[config.mk]
export PLATFORM = sky130hd
export DESIGN_NAME = booth_mul_arbiter
export DESIGN_NICKNAME = d
export VERILOG_FILES = /design/src/rtl/booth_mul_arbiter.sv
export SDC_FILE = /design/constraint.sdc
export NUM_CORES = 1
export LEC_CHECK = 0
export ABC_AREA = 1
export ABC_CLOCK_PERIOD_IN_PS = 2600
export BUFFER_PORTS_ARGS = -buffer_cell sky130_fd_sc_hd__buf_2
export CELL_PAD_IN_SITES_DETAIL_PLACEMENT = 1
export CELL_PAD_IN_SITES_GLOBAL_PLACEMENT = 1
export CORE_ASPECT_RATIO = 0.9
export CORE_MARGIN = 2
export CORE_UTILIZATION = 31
export DETAILED_ROUTE_END_ITERATION = 8
export PLACE_DENSITY = 0.91
export SLEW_MARGIN = 25
export SYNTH_ARGS = -nofsm -noshare
export SYNTH_HDL_FRONTEND = slang
export SYNTH_SLANG_ARGS = --single-unit
[constraint.sdc]
create_clock -name clk -period 2.6 [get_ports clk]
set_input_delay 0.26 -clock clk [delete_from_list [all_inputs] [get_ports clk]]
set_output_delay 0.26 -clock clk [all_outputs]
set_load 0.03 [all_outputs]
[src/rtl/booth_mul_arbiter.sv]
// booth_mul_arbiter: round-robin front end that shares one external pipelined
// signed multiplier among NREQ requesters. Grants are combinational, operands
// are registered toward the multiplier, and a tag pipeline routes each product
// back to its requester MUL_LAT+2 cycles after acceptance.
// Optional build macro: MULARB_PERF_EN adds a 32-bit accepted-operation counter.
module booth_mul_arbiter #(
  parameter int N       = 16,
  parameter int NREQ    = 4,
  parameter int MUL_LAT = 3
) (
  input  logic                clk,
  input  logic                rst,
  input  logic                en,
  input  logic [NREQ-1:0]     req_valid,
  input  logic [NREQ*N-1:0]   req_a,
  input  logic [NREQ*N-1:0]   req_b,
  output logic [NREQ-1:0]     req_ready,
  output logic [N-1:0]        mul_a,
  output logic [N-1:0]        mul_b,
  input  logic [2*N-1:0]      mul_prod,
  output logic [NREQ-1:0]     rsp_valid,
  output logic [2*N-1:0]      rsp_prod,
  output logic                busy,
  output logic [31:0]         perf_cnt
);

  localparam int IW = $clog2(NREQ);

  logic [IW-1:0]  ptr;
  logic [IW-1:0]  grant_idx;
  logic [IW-1:0]  cand;
  logic           grant;
  logic [N-1:0]   a_slice [NREQ];
  logic [N-1:0]   b_slice [NREQ];
  logic [MUL_LAT:0] tag_valid;
  logic [IW-1:0]  tag_idx [MUL_LAT+1];

  // Unpack the flat operand buses into per-requester slices.
  for (genvar gi = 0; gi < NREQ; gi++) begin : g_slice
    assign a_slice[gi] = req_a[gi*N +: N];
    assign b_slice[gi] = req_b[gi*N +: N];
  end

  // Round-robin search starting just after the last granted requester.
  always_comb begin
    grant     = 1'b0;
    grant_idx = '0;
    cand      = '0;
    req_ready = '0;
    if (en && rst) begin
      for (int k = 1; k <= NREQ; k++) begin
        cand = IW'((int'(ptr) + k) % NREQ);
        if (!grant && req_valid[cand]) begin
          grant     = 1'b1;
          grant_idx = cand;
        end
      end
    end
    req_ready[grant_idx] = grant;
  end

  // Pointer update and operand registers; operands hold when nothing is granted.
  always_ff @(posedge clk or negedge rst) begin
    if (!rst) begin
      ptr   <= IW'(NREQ - 1);
      mul_a <= '0;
      mul_b <= '0;
    end else if (grant) begin
      ptr   <= grant_idx;
      mul_a <= a_slice[grant_idx];
      mul_b <= b_slice[grant_idx];
    end
  end

  // Free-running tag pipeline that tracks which requester owns each product.
  always_ff @(posedge clk or negedge rst) begin
    if (!rst) begin
      tag_valid <= '0;
      for (int s = 0; s <= MUL_LAT; s++) tag_idx[s] <= '0;
    end else begin
      tag_valid  <= {tag_valid[MUL_LAT-1:0], grant};
      tag_idx[0] <= grant_idx;
      for (int s = 1; s <= MUL_LAT; s++) tag_idx[s] <= tag_idx[s-1];
    end
  end

  // Capture the product when its tag reaches the last stage and strobe the owner.
  always_ff @(posedge clk or negedge rst) begin
    if (!rst) begin
      rsp_valid <= '0;
      rsp_prod  <= '0;
    end else begin
      rsp_valid <= tag_valid[MUL_LAT] ? (NREQ'(1) << tag_idx[MUL_LAT]) : '0;
      if (tag_valid[MUL_LAT]) rsp_prod <= mul_prod;
    end
  end

  // Busy covers operations still in the pipeline plus the response cycle itself.
  assign busy = (|tag_valid) | (|rsp_valid);

`ifdef MULARB_PERF_EN
  logic [31:0] perf_reg;

  // Count accepted operations; wraps naturally at 2^32.
  always_ff @(posedge clk or negedge rst) begin
    if (!rst)       perf_reg <= '0;
    else if (grant) perf_reg <= perf_reg + 32'd1;
  end

  assign perf_cnt = perf_reg;
`else
  assign perf_cnt = 32'd0;
`endif

endmodule

==> results.cfg <==
[floorplanning]
dieArea_um2 = 18300
initial_utilization_pct = 31.6
num_io_pins = 272
fp-row-count = 45
die_h_um = 128
core_um2 = 16900
die_x_um = 142

[finish]
multi_input_area_um2 = 2350
seqCellArea_um2 = 2050
drive_above_1_share_pct = 30.7
nets = 1184
fillers = 2263
fin_util_pct = 41.3
area_growth_pct = 30.5

[pwr]
peakVddDrop_mv = 0.535
p_per_area_nw_per_um2 = 1160
p_leak_uw = 0.00442
power.total_uw = 8100

[worst_setup_path]
start_kind = flop
r2r_end = mul_b[1]$_DFFE_PN0P_
critPathCaptureType = output port
worst_path_dominant_cell_family = simple AND/OR/NAND/NOR gates
critPathKind = flop to output port
worstPathRequired_ns = 2.34
reg2reg_slack_ns = 0.20
crit_start = ptr[0]$_DFFE_PN1P_
ff2ff_path_depth = 15
critPathArrivalTime_ns = 2.25
crit_path_cell_trace = inv_6 > nand2_1 > nand2_2 > nand2_4 > nand2_4 > nor2_8 > nand3_1 > nand2_1 > inv_1 > nand2_4 > inv_6 > nor3_2 > buf_4
critical_path.most_common_cell = nand2_4
cpMaxStageDelayCell = dfstp_2
path_max_fanout = 11
slowest_delay_ns = 0.66
cp_num_buf_inv = 4
reg2reg_from = ptr[0]$_DFFE_PN1P_

[status]
status = complete, no violations

[placed_design]
dpl.hpwl_um = 13800
numPortBuffers = 239
globalplace.congestion = 0.816

[yosys]
ys.flop_type = dfrtp_1
synth_compound_area_share_pct = 0.188
synth_cells = 792
synth.area.top_cells = dfrtp_1 (38%), nand2_1 (22%), inv_1 (9.7%), nand4_1 (7.7%), nand3_1 (6.7%)
ys_seq_area_share_pct = 38.5
netlist.area_leader.share_pct = 37.5
synth_async_sr_flop_share_pct = 100
synthSimpleGateAreaFrac_pct = 40.6
syn_area_um2 = 5340
avgSynthCellArea_um2 = 6.74
synth.largest_area_cell = dfrtp_1
synth_most_common_cell = nand2_1
synth_edf_count = 0
synthMuxAreaShare_pct = 0
synth_xor_area_share_pct = 0
synthTopCellsByCount = nand2_1 (317), inv_1 (138), dfrtp_1 (80), nand3_1 (71), nand4_1 (66)
synth-seq-cells = 82
ys_warn_count = 0
synth.distinct_cells = 25
synthAdderAreaFrac_pct = 0
synth_top_family_by_area = simple AND/OR/NAND/NOR gates

[grt]
grt_pass1_wl_um = 29400
grt_start_max_net_pins = 65
grt.total_usage_pct = 20.4
overflow = 0
grt_pass1_vias = 5899
antenna_found_initial = 6

[clocking]
cts-root-buf = clkbuf_16
clock_path_buffers = 2
holdBufCountCts = 0
cts_tree = built
cts.sinks = 82
cts_buffers = 9
clk_pin_slew_worst_paths_ns = 0.07
clock_latency_ns = 0.35
htreeDepth = 3

[route]
wl_per_cell_um = 15.1
drt_pre_antenna_iters = 4
ant_nets = 0
initialDrtViolationCount = 200
wl_um = 18700
vias = 5789
drc = 0
vias_per_cell = 4.68

[sta]
clock_skew_ns = 0.00692
period_needed_ns = 2.51
max_freq_mhz = 399
drv_slew = 0
post-route-period-util_pct = 96.3
tightest_slew_ns = 1.00
hold_viol = 0
rsz0062_at_grt = true
finalSetupViolations = 0
relSlewSlack_pct = 32.9

[worst_hold_path]
worst_hold_path_type = primary input to asynchronous set/reset pin

[flow_run]
drv_cap = 0
per-stage QoR:
stage / area, um2 / setup WS (ns) / hold slack, ns / instances / TNS, ns
3_5_place_dp: 6550 / 0.149 / 0.336 / 1209 / 0
3_3_place_gp: 6550 / 0.231 / 0.331 / 1209 / 0
4_1_cts: 6900 / 0.0125 / 0.0702 / 1230 / 0
5_1_grt: 6970 / -0.0420 / 0.0968 / 1236 / -0.0670
2_1_floorplan: 5460 / 0.211 / -0.0356 / 823 / 0
6_report: 6970 / 0.0950 / 0.0535 / 1236 / 0
per-layer routing:
layer	global-route usage, %	up-vias	wire length (um)
met2	35.4	207	8800
met4	7.51	6	461
met5	0	-	42
met1	24.5	2730	8140
met3	5.02	35	1280
li1	-	2811	-
placed cells by master, fill, tap and decap left out, types with 4 or more instances in the layout:
master	n
conb_1	32
buf_4	25
buf_2	234
nand2_2	13
nor3_1	4
nand2_1	310
dfrtp_1	80
nand2_4	5
nand4_1	66
nand3_1	71
inv_6	5
inv_1	137
inv_2	4
buf_12	4
clkbuf_16	9
worst max path at each step:
stage	endpoint	slack (ns)	cells past startpoint
finish	req_ready[0]	0.09	13
global route	req_ready[0]	-0.04	13
CTS	req_ready[1]	0.01	13
detailed placement	req_ready[1]	0.15	13
global placement	req_ready[1]	0.23	13
floorplan	req_ready[0]	0.21	14
final cells by class:
class                      count  share of cell area [%]
antenna                        3                   0.108
clock buffer                   9                    3.23
clock inverter                 7                   0.988
inverter                     145                    7.95
multi-input combinational    515                    33.7
sequential                    82                    29.5
tap                          211                    3.79
timing repair buffer         264                    20.8
power breakdown:
group	switching, uW	internal [uW]	leakage, uW
Combinational	3310	1390	0.00326
Clock	605	673	0.000138
Sequential	308	1810	0.00103
Total	4220	3870	0.00442
flip-flops by register name, summed over array words and instances, names as in the netlist:
signal,count
mul_a,16
mul_b,16
ptr,2
rsp_prod,32
rsp_valid,4
tag_idx,8
tag_valid,4
timing repair:
item | CTS | global route
setup buffers | 5 | 3
gates resized for setup | 5 | 15
endpoints found under the setup margin | 4 | 29
pin swaps | 3 | 6
cloned | 0 | 0
logic make-up (layout without fill, tap and decap cells):
| logic type | after synthesis | after routing |
|---|---|---|
| AND/OR/NAND/NOR | 481 | 481 |
| buffers and inverters | 226 | 425 |
| flip-flops | 82 | 82 |
| AO/OA/AOI/OAI | 2 | 2 |
| other | 1 | 35 |
(Power assumes the default switching activity.)
